===== src/rtl/seg7_scan_decode_4.sv =====
`default_nettype none
// +------------------------------------------------------------------+
// | Module : seg7_scan_decode_4                                      |
// | Brief  : decodes a scanned 4-digit active-low 7-seg bus to hex   |
// | Rev    : 1.0  initial release                                    |
// +------------------------------------------------------------------+
module seg7_scan_decode_4 #(
  parameter int STABLE_CYCLES  = 16,
  parameter int TIMEOUT_CYCLES = 65536
) (
  input  logic        iCLK,
  input  logic        iRST_N,
  input  logic [6:0]  iSEG,
  input  logic        iSEG_DP,
  input  logic [3:0]  iDIG_SEL,
  output logic [15:0] oDIG,
  output logic [3:0]  oDP,
  output logic        oVALID,
  output logic        oERR,
  output logic        oSTALE
);
  localparam int                 c_TMO_W       = $clog2(TIMEOUT_CYCLES);
  localparam logic [7:0]         c_STABLE_LAST = 8'(STABLE_CYCLES - 1);
  localparam logic [c_TMO_W-1:0] c_TMO_LAST    = c_TMO_W'(TIMEOUT_CYCLES - 1);

  typedef enum logic [1:0] {
    IDLE  = 2'd0,
    DWELL = 2'd1,
    HOLD  = 2'd2
  } stateT;

  stateT              r_state;
  logic [11:0]        r_sync1, r_sync2, r_ref;   // {sel[3:0], seg[6:0], dp}
  logic [7:0]         r_stableCnt;
  logic [c_TMO_W-1:0] r_tmoCnt;
  logic [15:0]        r_holdDig, r_dig;
  logic [3:0]         r_holdDp, r_dp, r_seen;
  logic               r_valid, r_err, r_stale;

  logic [11:0] w_sample;
  logic        w_oneSel, w_hexOk, w_accept, w_acceptOk, w_timeout;
  logic [1:0]  w_refIdx;
  logic [3:0]  w_nibble;

  assign w_sample = r_sync2;

  always_comb begin
    w_oneSel = 1'b0;
    case (w_sample[11:8])
      4'b1110, 4'b1101, 4'b1011, 4'b0111: w_oneSel = 1'b1;
      default:                            w_oneSel = 1'b0;
    endcase
  end

  always_comb begin
    w_refIdx = 2'd0;
    case (r_ref[11:8])
      4'b1101: w_refIdx = 2'd1;
      4'b1011: w_refIdx = 2'd2;
      4'b0111: w_refIdx = 2'd3;
      default: w_refIdx = 2'd0;
    endcase
  end

  always_comb begin
    w_nibble = 4'h0;
    w_hexOk  = 1'b1;
    case (r_ref[7:1])
      7'h40: w_nibble = 4'h0;
      7'h79: w_nibble = 4'h1;
      7'h24: w_nibble = 4'h2;
      7'h30: w_nibble = 4'h3;
      7'h19: w_nibble = 4'h4;
      7'h12: w_nibble = 4'h5;
      7'h02: w_nibble = 4'h6;
      7'h78: w_nibble = 4'h7;
      7'h00: w_nibble = 4'h8;
      7'h10: w_nibble = 4'h9;
      7'h08: w_nibble = 4'hA;
      7'h03: w_nibble = 4'hB;
      7'h46: w_nibble = 4'hC;
      7'h21: w_nibble = 4'hD;
      7'h06: w_nibble = 4'hE;
      7'h0E: w_nibble = 4'hF;
      default: w_hexOk = 1'b0;
    endcase
  end

  assign w_accept   = (r_state == DWELL) && w_oneSel && (w_sample == r_ref) &&
                      (r_stableCnt == c_STABLE_LAST);
  assign w_acceptOk = w_accept && w_hexOk;
  assign w_timeout  = (r_tmoCnt == c_TMO_LAST);

  always_ff @(posedge iCLK) begin
    if (!iRST_N) begin
      r_sync1     <= 12'hFFF;
      r_sync2     <= 12'hFFF;
      r_ref       <= 12'hFFF;
      r_state     <= IDLE;
      r_stableCnt <= 8'd0;
      r_tmoCnt    <= '0;
      r_holdDig   <= 16'h0000;
      r_holdDp    <= 4'b0000;
      r_seen      <= 4'b0000;
      r_dig       <= 16'h0000;
      r_dp        <= 4'b0000;
      r_valid     <= 1'b0;
      r_err       <= 1'b0;
      r_stale     <= 1'b1;
    end else begin
      r_sync1 <= {iDIG_SEL, iSEG, iSEG_DP};
      r_sync2 <= r_sync1;
      r_valid <= 1'b0;
      r_err   <= 1'b0;

      case (r_state)
        IDLE: begin
          if (w_oneSel) begin
            r_ref       <= w_sample;
            r_stableCnt <= 8'd1;
            r_state     <= DWELL;
          end
        end
        DWELL: begin
          if (!w_oneSel) begin
            r_stableCnt <= 8'd0;
            r_state     <= IDLE;
          end else if (w_sample != r_ref) begin
            // a different but legal digit restarts the dwell on itself
            r_ref       <= w_sample;
            r_stableCnt <= 8'd1;
          end else if (w_accept) begin
            r_stableCnt <= 8'd0;
            r_state     <= HOLD;
          end else begin
            r_stableCnt <= r_stableCnt + 8'd1;
          end
        end
        HOLD: begin
          if (w_sample != r_ref) r_state <= IDLE;
        end
        default: r_state <= IDLE;
      endcase

      if (w_acceptOk) begin
        r_holdDig[{w_refIdx, 2'b00} +: 4] <= w_nibble;
        r_holdDp[w_refIdx]                <= ~r_ref[0];
      end

      // completion cannot coincide with an acceptance: the accepting edge enters HOLD
      if (r_seen == 4'b1111) begin
        r_dig   <= r_holdDig;
        r_dp    <= r_holdDp;
        r_valid <= 1'b1;
        r_stale <= 1'b0;
        r_seen  <= 4'b0000;
      end else if (w_acceptOk) begin
        r_seen <= r_seen | (4'b0001 << w_refIdx);
      end else if (w_accept || w_timeout) begin
        r_seen <= 4'b0000;
      end

      if (w_accept && !w_hexOk) r_err <= 1'b1;
      if (w_timeout && (r_seen != 4'b1111) && !w_acceptOk) r_stale <= 1'b1;

      if (w_acceptOk || w_timeout) r_tmoCnt <= '0;
      else                         r_tmoCnt <= r_tmoCnt + 1'b1;
    end
  end

  assign oDIG   = r_dig;
  assign oDP    = r_dp;
  assign oVALID = r_valid;
  assign oERR   = r_err;
  assign oSTALE = r_stale;
endmodule
`default_nettype wire

===== config.mk =====
export PLATFORM = sky130hd
export DESIGN_NAME = seg7_scan_decode_4
export DESIGN_NICKNAME = d
export VERILOG_FILES = /design/src/rtl/seg7_scan_decode_4.sv
export SDC_FILE = /design/constraint.sdc
export NUM_CORES = 1
export LEC_CHECK = 0
export ABC_AREA = 0
export CORE_MARGIN = 3
export CORE_UTILIZATION = 62
export CTS_CLUSTER_DIAMETER = 60
export DETAILED_ROUTE_END_ITERATION = 10
export PLACE_DENSITY_LB_ADDON = 0.1
export SETUP_SLACK_MARGIN = 0.15
export SYNTH_ARGS = -nofsm -noshare
export SYNTH_HDL_FRONTEND = slang
export SYNTH_SLANG_ARGS = --single-unit
export TNS_END_PERCENT = 10

===== constraint.sdc =====
create_clock -name iCLK -period 4.5 [get_ports iCLK]
set_input_delay 0.45 -clock iCLK [delete_from_list [all_inputs] [get_ports iCLK]]
set_output_delay 0.45 -clock iCLK [all_outputs]
set_load 0.1 [all_outputs]

==> run summary, run 1 <==
Leak: 2.049 nW
Most frequent cells in the layout: 109 x dfxtp_1, 96 x nand2_1, 38 x nor2_1
Clock Skew: 0.008542 ns
Share of post-route cells with drive strength above 1: 5.755%
Cell Area, Synth: 4863 sq um
Synthesized Nets: 555
Crit. Startpoint: r_ref[4]
CP top delay family: simple AND/OR/NAND/NOR gates
Hold Vio Cnt, Final: 0
Io pins: 37
Die Width: 94.57 um
RD Place Congestion: 0.8332
Worst EP arrival: 2.87 ns
Fin. max-slew vios: 0
Unrepaired setup endpoints after global routing: false
DRT antenna net count: 0
Ys flop type: dfxtp_1
Post_cts resized: 0
Crit path time final: 2.619 ns
Worst skew pair latency: 0.36 ns
Worst r2r dst: r_holdDp[1]
Rel. slew slack: 30.98%
Critical-path top delay cell: o41ai_2
Commonest non-fill, non-tap cell in the layout: dfxtp_1
Setup CP Type: reg2reg
Dpl cells: 640
Post-synth EDFFs: 0
Drt via density: 5.565
Register bit total from synthesis: 109
Nets@finish: 575
DRC Markers: 0
Largest area contributor in the netlist: dfxtp_1
Reg2reg setup slack: 1.88 ns
Total power: 0.001707 W
Post-CTS Setup Inserts: 0
Worst VDD drop: 0.2180 mV
Grt total ovfl: 0
PwrDens: 316.3 nW/um^2
Initial antenna violation count: 0
Post-Synthesis Cells: 532
Die Y: 94.57 um
Iter 0 DRT Violations: 172
CTS Sinks: 109
CP endpoint kind: flip-flop
Number of max-cap violations: 0
Number of port buffers: 36
CTS Hold Bufs: 0
Core area: 7447 sq um
Final setup viols: 0
Worst hold start: r_sync1[8]
Largest stage delay, worst path: 0.63 ns
Fill count: 598
Worst min path class: reg2reg
Largest net degree at the start of global routing: 67
Hold Crit Depth: 1
Ranking of synthesized cells by area: dfxtp_1 45%, nand2_1 7.4%, mux2i_1 6.6%, xor2_1 4.7%, nand2b_1 3.7%
Seq/Total Area, Yosys: 44.87%
Largest fanout on the critical path: 16
Final WL: 9.140 mm
Via Count: 3645
Max clock buf depth: 2
R2R cell count: 6
Critical path, cell by cell: nor2_1 -> a31oi_1 -> o41ai_2 -> or3_1 -> nand4_1 -> mux2i_1
Distinct cells, synth: 56
Buf+Inv Stages, Crit Path: 0
Status: finished clean
Area share of the largest cell type after synthesis: 44.87%
Initial Utilization: 65.31%
Wire length per cell: 13.95 um
Diodes inserted: 0
Ys Warns: 0
Worst-path clk slew: 0.10 ns
Htree depth: 3
Vias in the first global route: 3501
Syn avg cell area: 9.142 sq um
Critical R2R Launch: r_ref[4]
CTS root buffer: clkbuf_8
Tot GR Track Use: 22.32%
Slew @ Worst Pin: 1.022 ns
Pre-Repair DR Iteration Count: 5
Critical path startpoint category: flip-flop
Fin cells: 655
CTS tree: built
Fmax: 381.9 MHz
Cell Rows: 31
Period utilisation layout: 58.19%
Die area: 8943 sq um
First-pass GRT wire length: 15.97 mm
Ys async rst share: 0%
Endpoint, Worst Hold: r_sync2[8]
Num CTS Buffers: 9
Setup TNS: 0 ns
Detail Placement HPWL: 6.440 mm
Area Overhead vs Synth: 10.99%
CP required: 4.75 ns
how the worst max path moves through the flow:
stage,end,cells past startpoint,slack [ns]
5_1_grt,r_tmoCnt[12],6,1.60
4_1_cts,r_tmoCnt[9],6,1.91
6_report,r_holdDp[1],6,1.88
2_1_floorplan,r_ref[3],10,2.53
3_3_place_gp,r_ref[1],6,1.96
3_5_place_dp,r_tmoCnt[9],6,1.93
power by group:
group | switching, W | internal, W | leakage [nW]
Sequential | 0.0000205 | 0.000982 | 0.886
Clock | 0.000315 | 0.000274 | 0.0964
Combinational | 0.0000639 | 0.0000512 | 1.07
Total | 0.000400 | 0.00131 | 2.05
sequential cells by signal, indices dropped and copies added, names as in the netlist:
name / flops
r_state: 2
r_stableCnt: 8
r_holdDig: 16
oSTALE: 1
r_tmoCnt: 16
r_seen: 4
oDP: 4
r_sync1: 12
oERR: 1
oVALID: 1
r_sync2: 12
r_ref: 12
oDIG: 16
r_holdDp: 4
per-stage QoR:
step                      cell area, sq um  setup WS [ns]  hold slack [ns]  util (%)
after floorplan                       4863          2.530           0.3863         -
after global placement                5201          1.960           0.3876     69.84
after detailed placement              5201          1.926           0.3924     69.84
after CTS                             5398          1.905           0.4145     72.48
after global routing                  5398          1.595           0.4372     72.48
final                                 5398          1.881           0.4134     72.48
cell type report:
class / instances / area, sq um / area share (%)
Inverter: 9 / 33.78 / 0.6259
Timing Repair Buffer: 38 / 370.4 / 6.861
Clock buffer: 11 / 141.4 / 2.619
Tap cell: 99 / 123.9 / 2.295
Multi-Input combinational cell: 385 / 2491 / 46.15
Clock inverter: 4 / 55.05 / 1.020
Sequential cell: 109 / 2182 / 40.43
cell families (layout without fill, tap and decap cells):
group           after synthesis  after routing  share of synthesized area (%)
compound gates               63             63                          9.108
simple gates                247            247                          26.78
xor+xnor                     34             34                          6.432
flops                       109            109                          44.87
fa+ha+maj                     9              9                          2.315
buf+inv                      38             62                          3.910
mux                          32             32                          6.586
cells in the mapped netlist (all sizes together), types with 4 or more instances:
cell and count:
a21boi 21, buf 16, nor3 6, dfxtp 109, a31oi 4, nand2b 29
a21oi 13, o21ai 11, and4 7, and3 5, xnor2 6, mux2i 32
nand2 96, nor4 10, inv 9, nor2 38, or3 5, clkbuf 13
nand4 15, ha 9, xor2 28, nand3 17
per-layer routing:
metal | wire length (um) | share of wire, % | track usage [%] | vias to the layer above
met4 | 156 | 1.7 | 8.654 | 0
li1 | - | - | - | 1864
met5 | 0 | 0 | 0 | -
met1 | 4283 | 47 | 29.42 | 1680
met3 | 325 | 3.6 | 3.665 | 17
met2 | 4374 | 48 | 36.76 | 84
No activity file was read; power rests on OpenSTA's default activity.
==> inputs of run 2 (changes only) <==
CORE_UTILIZATION = 52   (was 62)
clock period = 2.2 ns   (was 4.5 ns; I/O delays follow)
==> run 2 against run 1 <==
Net effect: worst setup slack worse by 1.7 ns; largest power group unchanged; largest cell class unchanged; clock-buffer cell count unchanged; die area up 18%; critical endpoint is now r_holdDig[15]; sequential share of layout area down 2.6 points.
==> run summary, run 2 (same netlist as run 1, synthesis figures left out) <==
Status: finished clean
Via Count: 3790
Period utilisation layout: 92.34%
CTS root buffer: clkbuf_8
Wire length per cell: 13.80 um
Diodes inserted: 0
Grt total ovfl: 0
Area of the multi-input gates: 2606 sq um
Hold Vio Cnt, Final: 0
RD Place Congestion: 0.9056
Design area: 5836 sq um
CP required: 2.48 ns
DRT antenna net count: 0
Crit path time final: 2.031 ns
Die Y: 102.7 um
Fin. max-slew vios: 0
Initial antenna violation count: 0
DRC Markers: 0
Num CTS Buffers: 9
Critical-path top delay cell: dfxtp_2
Final setup viols: 0
Setup TNS: 0 ns
Fmax: 492.3 MHz
Leak: 2.350 nW
Htree depth: 3
Slew @ Worst Pin: 0.7927 ns
Pre-Repair DR Iteration Count: 5
Rel. slew slack: 45.79%
Reg area: 2206 sq um
Worst skew pair latency: 0.36 ns
Io pins: 37
CTS tree: built
Vias in the first global route: 3530
Placed Area: 5393 sq um
Share of post-route cells with drive strength above 1: 19.49%
Unrepaired setup endpoints after global routing: true
Die area: 10550 sq um
Commonest non-fill, non-tap cell in the layout: dfxtp_1
Final WL: 9.633 mm
Area Overhead vs Synth: 19.99%
Setup CP Type: reg2reg
Cell Rows: 34
Largest stage delay, worst path: 0.46 ns
Layout Utilization: 65.63%
Nets@finish: 608
Worst VDD drop: 0.3413 mV
First-pass GRT wire length: 16.17 mm
Most frequent cells in the layout: 100 x dfxtp_1, 96 x nand2_1, 49 x buf_4
Iter 0 DRT Violations: 113
Die Width: 102.7 um
Core area: 8891 sq um
Largest fanout on the critical path: 11
Worst-path clk slew: 0.10 ns
Largest net degree at the start of global routing: 62
Initial Utilization: 54.70%
Hold Crit Depth: 2
CTS Sinks: 109
Number of port buffers: 36
Drt via density: 5.430
Tot GR Track Use: 19.00%
Critical path, cell by cell: or3b_2 -> a2bb2oi_2 -> o41ai_4 -> or3_1 -> buf_6 -> nand3_4 -> mux2i_1
Number of max-cap violations: 0
CP endpoint kind: flip-flop
Worst min path class: in2reg
PwrDens: 615.5 nW/um^2
Fill count: 782
Clock Skew: 0.01080 ns
Worst EP arrival: 2.32 ns
Detail Placement HPWL: 6.558 mm
Max clock buf depth: 2
Critical path startpoint category: flip-flop
Fin Hold WS: 0.1989 ns
R2R cell count: 7
[run 2: cell count changes in the layout (fill, tap and decap cells not counted), moves of 3 or more]
cell / change
buf_12: +5
buf_4: +47
clkdlybuf4s50_1: -23
dfxtp_1: -9
dfxtp_2: +4
dfxtp_4: +5
nand3_1: -3
nand3_2: +3
nor2_1: -3
[run 2: worst max-delay path, delay by kind of cell (launching register included)]
| family | cells | cell delay (ns) |
|---|---|---|
| AND/OR/NAND/NOR | 3 | 0.73 |
| flip-flops | 1 | 0.46 |
| AO/OA/AOI/OAI | 2 | 0.39 |
| multiplexers | 1 | 0.20 |
| buffers and inverters | 1 | 0.17 |
[run 2: final timing paths]
| path | startpoint | to | slack [ns] |
|---|---|---|---|
| worst max-delay path | r_ref[2] | r_holdDig[15] | 0.17 |
| worst min-delay path | iRST_N | r_ref[5] | 0.20 |
| worst max register to register | r_ref[2] | r_holdDig[15] | 0.17 |
| worst min register to register | r_sync1[9] | r_sync2[9] | 0.41 |
[run 2: layer usage]
metal | share of wire (%) | vias up | wire length (um) | global-route usage (%)
met5 | 0 | - | 0 | 0
met2 | 48 | 77 | 4647 | 31.08
met4 | 1.3 | 0 | 130 | 5.146
met1 | 46 | 1773 | 4466 | 25.60
li1 | - | 1924 | - | -
met3 | 4.0 | 16 | 389 | 3.924
[run 2: area by class of cell]
| cell class | instances | area share (%) |
|---|---|---|
| multi-input combinational | 385 | 44.66 |
| clock buffer | 11 | 2.423 |
| inverter | 9 | 0.5789 |
| timing repair buffer | 71 | 11.06 |
| clock inverter | 5 | 1.158 |
| tap | 108 | 2.316 |
| sequential | 109 | 37.80 |
[run 2: stage by stage]
stage / power [W] / setup slack (ns) / std cells
5_1_grt: 0.003765 / 0.03668 / 698
6_report: 0.003592 / 0.1686 / 698
4_1_cts: 0.003612 / 0.1251 / 690
3_3_place_gp: 0.002361 / -0.004841 / 674
2_1_floorplan: 0.002275 / 0.2296 / 532
3_5_place_dp: 0.002368 / -0.04762 / 674
[run 2: timing repair]
action | 4_1_cts | 5_1_grt
buffers inserted | 0 | 7
hold buffers | 0 | 0
resized for setup | 10 | 30
pin swaps | 1 | 10
endpoints found under the setup margin | 51 | 60
cloned | 0 | 1
[run 2: report_power, final]
part	internal [W]	switching, W	total (W)
clock	0.000575	0.000660	0.00124
combinational	0.000159	0.000158	0.000316
sequential	0.00200	0.0000354	0.00204
==> inputs of run 3 (changes only) <==
TNS_END_PERCENT = default   (was 10)
==> run 3 against run 2 <==
Net effect: first-iteration DRC count is 7.1% lower; total power is 0.53% higher; utilization is 0.90 points higher; maximum frequency is 0.54% lower; worst setup slack worse by 0.011 ns; clock-buffer cell count stayed put; via count is 0.16% higher; worst hold slack better by 0.00094 ns; critical path depth is 1 higher; largest power group unchanged.
==> run summary, run 3 (same netlist as run 1, synthesis figures left out) <==
Area Overhead vs Synth: 21.64%
Met3 WL: 355 um
Crit path time final: 2.042 ns
Placed Area: 5393 sq um
Met2 wire len: 4.826 mm
Number of max-cap violations: 0
Slew @ Worst Pin: 0.7438 ns
Period utilisation layout: 92.84%
CTS tree: built
Setup CP Type: reg2reg
Fin Hold WS: 0.1998 ns
Worst VDD drop: 0.3397 mV
Uppermost layer routed: met4
Max clock buf depth: 2
Grt total ovfl: 0
Unrepaired setup endpoints after global routing: true
Share of post-route cells with drive strength above 1: 21.21%
Via Count: 3796
CP top delay family: simple AND/OR/NAND/NOR gates
Critical-path top delay cell: or3_4
Die Width: 102.7 um
Initial Utilization: 54.70%
Worst EP arrival: 2.33 ns
Total power: 0.003611 W
CTS Sinks: 109
Iter 0 DRT Violations: 105
RD Place Congestion: 0.9056
CTS root buffer: clkbuf_8
Nets@finish: 612
Dpl cells: 674
Most frequent cells in the layout: 98 x dfxtp_1, 96 x nand2_1, 52 x buf_4
Buf+Inv Stages, Crit Path: 2
Final setup viols: 0
Core area: 8891 sq um
Layout Utilization: 66.54%
Pre-Repair DR Iteration Count: 4
Tot GR Track Use: 19.05%
Largest fanout on the critical path: 6
Rel. slew slack: 50.42%
Reg area: 2213 sq um
CTS Hold Bufs: 0
Critical path startpoint category: flip-flop
Largest stage delay, worst path: 0.42 ns
Fill count: 788
DRT antenna net count: 0
Largest net degree at the start of global routing: 62
Drt via density: 5.407
Fin cells: 702
Worst min path class: in2reg
Commonest non-fill, non-tap cell in the layout: dfxtp_1
Vias in the first global route: 3544
Io pins: 37
Worst skew pair latency: 0.36 ns
Initial antenna violation count: 0
Status: finished clean
Diodes inserted: 0
Leak: 2.371 nW
Die area: 10550 sq um
Critical path, cell by cell: buf_6 -> nor2_4 -> a22o_1 -> a32o_2 -> or3_4 -> buf_8 -> nand3_4 -> mux2i_1
DRC Markers: 0
Detail Placement HPWL: 6.558 mm
PwrDens: 610.4 nW/um^2
Design area: 5916 sq um
Metal-1 WL: 4.620 mm
CP endpoint kind: flip-flop
First-pass GRT wire length: 16.22 mm
Htree depth: 3
Hold Vio Cnt, Final: 0
Fin. max-slew vios: 0
CP required: 2.49 ns
Number of port buffers: 36
Wire length per cell: 14.16 um
Worst-path clk slew: 0.11 ns
Final WL: 9.943 mm
Num CTS Buffers: 9
Area of the multi-input gates: 2641 sq um
Clock Skew: 0.01465 ns
Cell Rows: 34
Fmax: 489.6 MHz
Die Y: 102.7 um
[run 3: cell count changes in the layout (fill, tap and decap cells not counted), moves of 2 or more]
cell	delta
buf_4	+3
dfxtp_4	+2
o21ai_0	-2
dfxtp_1	-2
[run 3: worst reg2reg max path, delay by kind of cell, from the launching register on]
kind	cells	cell delay, ns
flops	1	0.41
compound gates	2	0.51
buf+inv	2	0.28
mux	1	0.20
simple gates	3	0.57
[run 3: cell type report]
cell class	count	area share, %
multi-input combinational	385	44.65
clock inverter	5	1.142
inverter	9	0.5711
sequential	109	37.42
tap	108	2.284
clock buffer	11	2.390
timing repair buffer	75	11.55
[run 3: through the flow]
stage / setup slack, ns / TNS [ns]
global route: 0.04703 / 0
global placement: -0.004841 / -0.01326
detailed placement: -0.04762 / -0.6873
floorplan: 0.2296 / 0
CTS: 0.1251 / 0
finish: 0.1576 / 0
[run 3: power breakdown]
group | switching (W) | internal, W
Clock | 0.000667 | 0.000575
Combinational | 0.000165 | 0.000164
Sequential | 0.0000363 | 0.00200
[run 3: what timing repair did]
item                                    4_1_cts  5_1_grt
resized for setup                            11       47
endpoints found under the setup margin       51       60
pin swaps                                     3       17
setup buffers                                 0       10
cloned                                        0        2
[run 3: metal layers]
metal / global-route usage [%] / vias to the layer above
met5: 0 / -
met4: 5.146 / 0
met3: 3.924 / 15
met2: 31.33 / 69
met1: 25.52 / 1781
li1: - / 1931
[run 3: worst paths after layout]
check	to	slack, ns	cells after the start	start
worst max-delay path	r_holdDig[15]	0.16	8	r_ref[6]
worst min-delay path	r_ref[5]	0.20	2	iRST_N
worst max register to register	r_holdDig[15]	0.16	8	r_ref[6]
worst min register to register	r_sync2[2]	0.41	1	r_sync1[2]
